[config.mk]
export PLATFORM = sky130hd
export DESIGN_NAME = arm_prog_loader_flat
export DESIGN_NICKNAME = d
export VERILOG_FILES = /design/src/rtl/arm_prog_loader_if.sv /design/src/rtl/arm_prog_loader.sv /design/src/flat_wrapper.sv
export SDC_FILE = /design/constraint.sdc
export NUM_CORES = 1
export LEC_CHECK = 0
export ABC_AREA = 1
export BUFFER_PORTS_ARGS = -buffer_cell sky130_fd_sc_hd__buf_2
export CORE_UTILIZATION = 47
export DETAILED_ROUTE_END_ITERATION = 10
export PLACE_DENSITY_LB_ADDON = 0.08
export SYNTH_ARGS = -nofsm -noshare
export SYNTH_HDL_FRONTEND = slang
export SYNTH_SLANG_ARGS = --single-unit
[constraint.sdc]
create_clock -name clk -period 1.7 [get_ports clk]
set_input_delay 0.085 -clock clk [delete_from_list [all_inputs] [get_ports clk]]
set_output_delay 0.085 -clock clk [all_outputs]
set_load 0.005 [all_outputs]
[src/rtl/arm_prog_loader_if.sv]
// Program stream and memory write port of the ARM program loader.
// The master modport is the loader's view; the slave modport is the host and memory side.
interface arm_prog_loader_if #(
  parameter int DATA_W = 32,
  parameter int ADDR_W = 32
);
  logic              ld_valid;
  logic [DATA_W-1:0] ld_data;
  logic              ld_last;
  logic              ld_ready;
  logic [ADDR_W-1:0] mem_addr;
  logic [DATA_W-1:0] mem_data_in;
  logic              mem_write_en;

  modport master (
    input  ld_valid, ld_data, ld_last,
    output ld_ready, mem_addr, mem_data_in, mem_write_en
  );

  modport slave (
    output ld_valid, ld_data, ld_last,
    input  ld_ready, mem_addr, mem_data_in, mem_write_en
  );
endinterface

[src/rtl/arm_prog_loader.sv]
// Streams a program into the unified memory while holding the ARM core in reset,
// then releases the core and supervises it until halt or watchdog expiry.
module arm_prog_loader #(
  parameter int               DATA_W    = 32,
  parameter int               ADDR_W    = 32,
  parameter logic [ADDR_W-1:0] BASE_ADDR = '0,
  parameter int               MAX_WORDS = 1024,
  parameter int               TIMEOUT   = 65535,
  localparam int              WC_W      = $clog2(MAX_WORDS + 1)
) (
  input  logic             clk,
  input  logic             rst_n,
  input  logic             start,
  input  logic             halted,
  arm_prog_loader_if.master bus,
  output logic             core_rst,
  output logic             done,
  output logic             timed_out,
  output logic             overflow,
  output logic [WC_W-1:0]  word_count,
  output logic [31:0]      cycle_count
);

  typedef enum logic [2:0] {IDLE, LOAD, RUN, DONE, ERROR} state_t;

  localparam logic [WC_W-1:0] WC_MAX  = WC_W'(MAX_WORDS);
  localparam logic [31:0]     TO_LAST = 32'(TIMEOUT - 1);

  state_t            state_reg, state_next;
  logic [WC_W-1:0]   word_count_reg, word_count_next;
  logic [31:0]       cycle_count_reg, cycle_count_next;
  logic [ADDR_W-1:0] mem_addr_reg, mem_addr_next;
  logic [DATA_W-1:0] mem_data_reg, mem_data_next;
  logic              mem_we_reg, mem_we_next;
  logic              core_rst_reg, core_rst_next;
  logic              timed_out_reg, timed_out_next;
  logic              overflow_reg, overflow_next;

  always_ff @(posedge clk or negedge rst_n) begin
    if (!rst_n) begin
      state_reg       <= IDLE;
      word_count_reg  <= '0;
      cycle_count_reg <= '0;
      mem_addr_reg    <= BASE_ADDR;
      mem_data_reg    <= '0;
      mem_we_reg      <= 1'b0;
      core_rst_reg    <= 1'b1;
      timed_out_reg   <= 1'b0;
      overflow_reg    <= 1'b0;
    end else begin
      state_reg       <= state_next;
      word_count_reg  <= word_count_next;
      cycle_count_reg <= cycle_count_next;
      mem_addr_reg    <= mem_addr_next;
      mem_data_reg    <= mem_data_next;
      mem_we_reg      <= mem_we_next;
      core_rst_reg    <= core_rst_next;
      timed_out_reg   <= timed_out_next;
      overflow_reg    <= overflow_next;
    end
  end

  always_comb begin
    state_next       = state_reg;
    word_count_next  = word_count_reg;
    cycle_count_next = cycle_count_reg;
    mem_addr_next    = mem_addr_reg;
    mem_data_next    = mem_data_reg;
    mem_we_next      = 1'b0;
    core_rst_next    = 1'b1;
    timed_out_next   = timed_out_reg;
    overflow_next    = overflow_reg;

    // Count every cycle the core actually ran, including the one that ends in halt or expiry.
    if (!core_rst_reg && (cycle_count_reg != '1))
      cycle_count_next = cycle_count_reg + 32'd1;

    case (state_reg)
      IDLE, DONE, ERROR: begin
        if (start) begin
          state_next       = LOAD;
          word_count_next  = '0;
          cycle_count_next = '0;
          timed_out_next   = 1'b0;
          overflow_next    = 1'b0;
        end
      end
      LOAD: begin
        if (bus.ld_valid) begin
          if (word_count_reg == WC_MAX) begin
            overflow_next = 1'b1;
            state_next    = ERROR;
          end else begin
            mem_addr_next   = BASE_ADDR + ADDR_W'({word_count_reg, 2'b00});
            mem_data_next   = bus.ld_data;
            mem_we_next     = 1'b1;
            word_count_next = word_count_reg + WC_W'(1);
            if (bus.ld_last)
              state_next = RUN;
          end
        end
      end
      RUN: begin
        // The first RUN cycle still has the core in reset, so halt and expiry wait for it to leave.
        if (!core_rst_reg && halted) begin
          state_next = DONE;
        end else if ((TIMEOUT != 0) && !core_rst_reg && (cycle_count_reg == TO_LAST)) begin
          state_next     = ERROR;
          timed_out_next = 1'b1;
        end else begin
          core_rst_next = 1'b0;
        end
      end
      default: state_next = IDLE;
    endcase
  end

  assign bus.ld_ready     = (state_reg == LOAD);
  assign bus.mem_addr     = mem_addr_reg;
  assign bus.mem_data_in  = mem_data_reg;
  assign bus.mem_write_en = mem_we_reg;
  assign core_rst         = core_rst_reg;
  assign done             = (state_reg == DONE);
  assign timed_out        = timed_out_reg;
  assign overflow         = overflow_reg;
  assign word_count       = word_count_reg;
  assign cycle_count      = cycle_count_reg;

endmodule

[src/flat_wrapper.sv]
// flat-port wrapper written by rule: the top's interface ports become plain ports
module arm_prog_loader_flat 
#(
  parameter int               DATA_W    = 32,
  parameter int               ADDR_W    = 32,
  parameter logic [ADDR_W-1:0] BASE_ADDR = '0,
  parameter int               MAX_WORDS = 1024,
  parameter int               TIMEOUT   = 65535,
  localparam int              WC_W      = $clog2(MAX_WORDS + 1)
)
  (clk, rst_n, start, halted, core_rst, done, timed_out, overflow, word_count, cycle_count, bus_ld_valid, bus_ld_data, bus_ld_last, bus_ld_ready, bus_mem_addr, bus_mem_data_in, bus_mem_write_en);
  arm_prog_loader_if #(.DATA_W(DATA_W), .ADDR_W(ADDR_W)) bus_i ();
  input  logic clk;
  input  logic rst_n;
  input  logic start;
  input  logic halted;
  output logic core_rst;
  output logic done;
  output logic timed_out;
  output logic overflow;
  output logic [WC_W-1:0] word_count;
  output logic [31:0] cycle_count;
  input wire logic [$bits(bus_i.ld_valid)-1:0] bus_ld_valid;
  input wire logic [$bits(bus_i.ld_data)-1:0] bus_ld_data;
  input wire logic [$bits(bus_i.ld_last)-1:0] bus_ld_last;
  output wire logic [$bits(bus_i.ld_ready)-1:0] bus_ld_ready;
  output wire logic [$bits(bus_i.mem_addr)-1:0] bus_mem_addr;
  output wire logic [$bits(bus_i.mem_data_in)-1:0] bus_mem_data_in;
  output wire logic [$bits(bus_i.mem_write_en)-1:0] bus_mem_write_en;
  assign bus_i.ld_valid = bus_ld_valid;
  assign bus_i.ld_data = bus_ld_data;
  assign bus_i.ld_last = bus_ld_last;
  assign bus_ld_ready = bus_i.ld_ready;
  assign bus_mem_addr = bus_i.mem_addr;
  assign bus_mem_data_in = bus_i.mem_data_in;
  assign bus_mem_write_en = bus_i.mem_write_en;
  arm_prog_loader #(.DATA_W(DATA_W), .ADDR_W(ADDR_W), .BASE_ADDR(BASE_ADDR), .MAX_WORDS(MAX_WORDS), .TIMEOUT(TIMEOUT)) u_core (.clk(clk), .rst_n(rst_n), .start(start), .halted(halted), .bus(bus_i), .core_rst(core_rst), .done(done), .timed_out(timed_out), .overflow(overflow), .word_count(word_count), .cycle_count(cycle_count));
endmodule
Word level (Yosys, flattened, before mapping)
Cells that the tools add are included.

Bits of input ports: 38. Word-level logic and storage cells: 67. Register bits: 93. Output and inout bits: 113.

Bitwise operators: 1. Reduce and logical (&&, ||, !) cells: 13. Equality and inequality tests: 15. Add/subtract/negate cells: 2. Mux-type cells: 27.

Operators with widths (count): 2-to-1 mux 32 bit (3); 2-to-1 mux 11 bit (3); adder 32 x 1 -> 32 bit (second input constant) (1); equality test 32 x 16 -> 1 bit (second input constant) (1); inequality test 32 bit (second input constant) (1); one-hot mux 11 bit (2 select lines) (1); 2-to-1 mux 3 bit (6); AND reduction 4 bit (4); adder 11 x 1 -> 11 bit (second input constant) (1); equality test 11 bit (second input constant) (1); 2-to-1 mux 1 bit (11); one-hot mux 3 bit (3 select lines) (1); inequality test 2 bit (second input constant) (4); equality test 3 x 2 -> 1 bit (second input constant) (2); inequality test 2 x 1 -> 1 bit (second input constant) (2); one-hot mux 1 bit (2 select lines) (2); nonzero test 2 bit (2); equality test 3 x 1 -> 1 bit (second input constant) (1); equality test 3 bit (second input constant) (1); logical AND 1 bit (3); zero test 3 bit (1); inequality test 3 x 1 -> 1 bit (second input constant) (1); inequality test 3 x 2 -> 1 bit (second input constant) (1); AND reduction 3 bit (1); 3 further kinds (3).

Longest topological paths before layout
Depth in word-level cells: 5. Gate-level depth with buffers: 12. Depth with buffers taken out: 11.

Worst setup path after synthesis
No wires, ideal clock.

Path kind: register to register. From: register u_core.cycle_count_reg[1], in the netlist u_core.cycle_count[1]. To: register u_core.cycle_count_reg[19], in the netlist u_core.cycle_count[19]. Setup time: 0.119 ns. Arrival time: 1.519 ns. Buffers on the path: 1. Data required time: 1.581 ns. Slack: 0.062 ns. Cell stages (with the launch flop): 10. Path through: dfrtp_1 > ha_1 > inv_1 > nor2_4 > nand2_4 > nor2_8 > nand3b_4 > buf_6 > a21oi_1 > nor2_1.

Cells in the longest elaborated chain, start to end: 5. Elaborated cells on any way between the ends: 6. Those cells by class: add/sub: 1; eq/ne: 1; mux: 3; reduce/logical: 1.

RTL lines: start: declaration (RTL line arm_prog_loader.sv:31) `logic [31:0] cycle_count_reg, cycle_count_next;`; start signal: assignment (RTL line arm_prog_loader.sv:53) `cycle_count_reg <= cycle_count_next;`; branches (longest 2 deep; another with adder 32 x 1 -> 32 bit); 2-to-1 mux 32 bit * (RTL line arm_prog_loader.sv:75) `if (!core_rst_reg && (cycle_count_reg != '1))`; 2-to-1 mux 32 bit (RTL line arm_prog_loader.sv:80) `if (start) begin`; 2-to-1 mux 32 bit * (RTL line arm_prog_loader.sv:78) `case (state_reg)`; via u_core.cycle_count_next[19] (RTL line arm_prog_loader.sv:31).

Mark *: on every way through the listed nets, which the timed path passes. A chain may end at the register's enable or synchronous reset.

Worst setup path in the final report
From: register u_core.cycle_count_reg[0], in the netlist u_core.cycle_count[0]. To: register u_core.cycle_count_reg[10], in the netlist u_core.cycle_count[10].

Same word-level chain as after synthesis.

==> impl_metrics.csv <==
group,metric,value,unit
floorplanning,die_y,106.2,um
floorplanning,die_w,106.2,um
yosys,synth_mux_area_share,0,%
drt,drtIter0Drc,272,
setup_path,cp-startpoint,"u_core.cycle_count[0]$_DFF_PN0_",
clock_tree,clkLatencyLatePin,380,ps
clock_tree,cts-htree-levels,3,
yosys,synth_top_family_by_area,"simple AND/OR/NAND/NOR gates",
timing,relSlewSlack,63.56,%
status,outcome,"finished, violations left",
yosys,yosysWarnings,0,
place,dp.cells,992,
setup_path,cp-end-kind,"flop",
setup_path,cpMaxStageDelayCell,"dfrtp_1",
timing,hold_violations,0,
power_and_ir_drop,p_leak,3.730,nW
yosys,dominantRegCellSynth,"dfrtp_1",
yosys,synth-edff-count,0,
floorplanning,fp.coreArea,10420,um2
drt,drt_pass1_iterations,7,
flow_run,maxCapViolations,0,
yosys,ys_ff_latch,93,
timing,fmax,588.1,MHz
yosys,synth_compound_area_share,5.468,%
yosys,yosysTopAreaCell,"dfrtp_1",
drt,wl,15410,um
timing,whs,70.94,ps
clock_tree,clkTransAtPathRegs,110,ps
drt,vias,5305,
place,preCtsSetupSlack,-3.286,ps
place,dp.final_hpwl,10780,um
yosys,ys_seq_area_share,45.64,%
cells_and_area,fin_cells,1055,
timing,setup_tns,-0.2645,ps
cells_and_area,diodes,0,
grt,antenna_found_initial,0,
yosys,synth_fa_ha_area_share,0.9809,%
status,violations,"negative setup slack",
timing,fin_crit_sh,100.0,%
cells_and_area,drive_gt1_share,31.34,%
setup_path,path_cells,"ha_2, inv_2, nor2_4, nand2_4, nor2_8, nand3b_4, clkbuf_16, a21oi_1, nor2_1",
drt,avgRoutedWirePerCell,14.60,um
grt,grtUsageTotal,27.79,%
grt,grt_max_degree,39,
drt,drcViolationCount,0,
cells_and_area,synthToLayoutAreaGrowth,38.79,%
hold_path,hold_path.class,"input port to flop",
floorplanning,dieArea,11280,um2
timing,worst_slack,-0.2645,ps
timing,setup_viol_count_final,1,
yosys,syn_area,5102,um2
setup_path,required,1960,ps
setup_path,reg2reg_to,"u_core.cycle_count[10]$_DFF_PN0_",
timing,grt_setup_unrepaired,"true",
timing,max_slew.worst_pin.slew,546.6,ps
cells_and_area,nets,956,
clock_tree,clock_sinks,93,
grt,grt_pass1_vias,5140,
setup_path,r2r-start,"u_core.cycle_count[0]$_DFF_PN0_",
clock_tree,numCtsBuffers,9,
timing,final.setup_skew,11.71,ps
grt,grt_overflow,0,
floorplanning,ios,151,
yosys,yosys.area_share.simple,36.54,%
floorplanning,initial_core_util,48.98,%
power_and_ir_drop,max-vdd-ir-drop,0.0007455,V
setup_path,reg2reg_depth,9,
floorplanning,num_rows,37,
power_and_ir_drop,p_per_area,1058,nW/um2
hold_path,hold_depth,3,
drt,vias_per_cell,5.028,
clock_tree,ctsLongestPathBuffers,2,
setup_path,slowest_delay,370,ps
clock_tree,cts_tree,"yes",
drt,postRouteAntennaNets,0,
setup_path,endpoint,"u_core.cycle_count[10]$_DFF_PN0_",
yosys,avgSynthCellArea,7.363,um2
yosys,synth_async_sr_flop_share,100.0,%
place,io_buffers,129,
setup_path,start_kind,"flop",
yosys,syn_inst,693,
place,gp_congestion,0.8848,
setup_path,crit_fanout,5,
timing,drv_slew,0,
setup_path,path_class,"flop to flop",
grt,grt_pass1_wl,24740,um
setup_path,crit_arrival,1960,ps
yosys,synth_cell_type_count,37,
setup_path,r2r_slack,-0.3,ps
timing,period_needed,1700,ps
yosys,synth_xor_area_share,2.231,%
yosys,synth_top_area_share,45.12,%
clock_tree,clock-root-buffer,"clkbuf_8",
yosys,ys_top_cells_by_area,"dfrtp_1, nand2_1, nor2_1",
## worst min path at each step
stage                       from                                   to  slack [ps]
detailed placement         rst_n     u_core.cycle_count[24]$_DFF_PN0_         100
finish              bus_ld_valid    u_core.bus.mem_write_en$_DFF_PN0_          70
floorplan                  rst_n  u_core.bus.mem_addr[10]$_DFFE_PN0P_        -210
CTS                       halted         u_core.timed_out$_DFFE_PN0P_          50
global route        bus_ld_valid    u_core.bus.mem_write_en$_DFF_PN0_          90
global placement           rst_n     u_core.cycle_count[24]$_DFF_PN0_         100
## area by class of cell
class                      count  area [um2]
clock buffer                  10       127.6
timing repair buffer         231        1600
fill                         878        3334
multi-input combinational    529        2582
clock inverter                 6       73.82
sequential                    93        2332
tap                          136       170.2
inverter                      50       195.2
## cell families (layout without fill, tap and decap cells)
family	Yosys count	after routing
other	1	21
and+or+nand+nor	441	441
buffers and inverters	91	297
DFF	93	93
adders and majority gates	4	4
xor gates and xnor gates	13	13
AOI/OAI and AO/OA	50	50
## placed cells by master (no fill, tap or decap), types with 19 or more instances in the layout
| cell | instances |
|---|---|
| dfrtp_1 | 89 |
| conb_1 | 21 |
| o21ai_0 | 19 |
| nand3_1 | 38 |
| nor2_1 | 78 |
| inv_1 | 42 |
| buf_4 | 57 |
| buf_2 | 128 |
| dlygate4sd3_1 | 34 |
| nand2_1 | 261 |
## layer usage
metal	vias to the layer above	GRT usage, %	wire (um)
li1	2558	-	-
met2	211	46.61	7618
met1	2515	36.15	6429
met4	0	9.821	280
met5	-	0	0
met3	21	4.782	1076
## report_power, final
part	internal (W)	leakage (nW)	switching (W)
Clock	0.000708	0.103	0.000871
Sequential	0.00271	1.23	0.000349
Combinational	0.00118	2.39	0.00167
Total	0.00460	3.73	0.00289
## cell usage after synthesis, types with 2 or more instances
cell type  number
xor2_1          9
nand3_2         2
inv_2           3
ha_1            4
nand2_1       272
nand3_1        44
nor2_1         90
buf_2          10
dfrtp_1        92
nor2_4          3
nor3_1          9
o21ai_1         4
clkbuf_1        5
buf_4          23
a21oi_1        18
o21ai_0        19
nand2_2         4
o21bai_1        4
nand4_1         6
xnor2_1         4
inv_1          47
buf_6           3
nand3b_1        4
## worst max-delay path, delay by kind of cell (launching register included)
kind / cells / cell delay (ps)
buffers and inverters: 2 / 240
AOI/OAI and AO/OA: 1 / 120
adders and majority gates: 1 / 190
DFF: 1 / 370
and+or+nand+nor: 5 / 670
## through the flow
stage | instance area, um2 | utilization (%) | power (W)
2_1_floorplan | 5177 | - | 0.004464
3_3_place_gp | 6183 | 59.36 | 0.005508
3_5_place_dp | 6183 | 59.36 | 0.005596
4_1_cts | 6753 | 64.83 | 0.007250
5_1_grt | 7082 | 67.99 | 0.008007
6_report | 7082 | 67.99 | 0.007491
## timing repair
item,4_1_cts,5_1_grt
gates resized for setup,3,71
endpoints found under the hold margin,68,0
pin swaps,2,23
cloned,0,1
endpoints found under the setup margin,6,79
hold buffers,34,0
buffers inserted,3,9
Note: power is estimated with default switching activity, not from simulation.
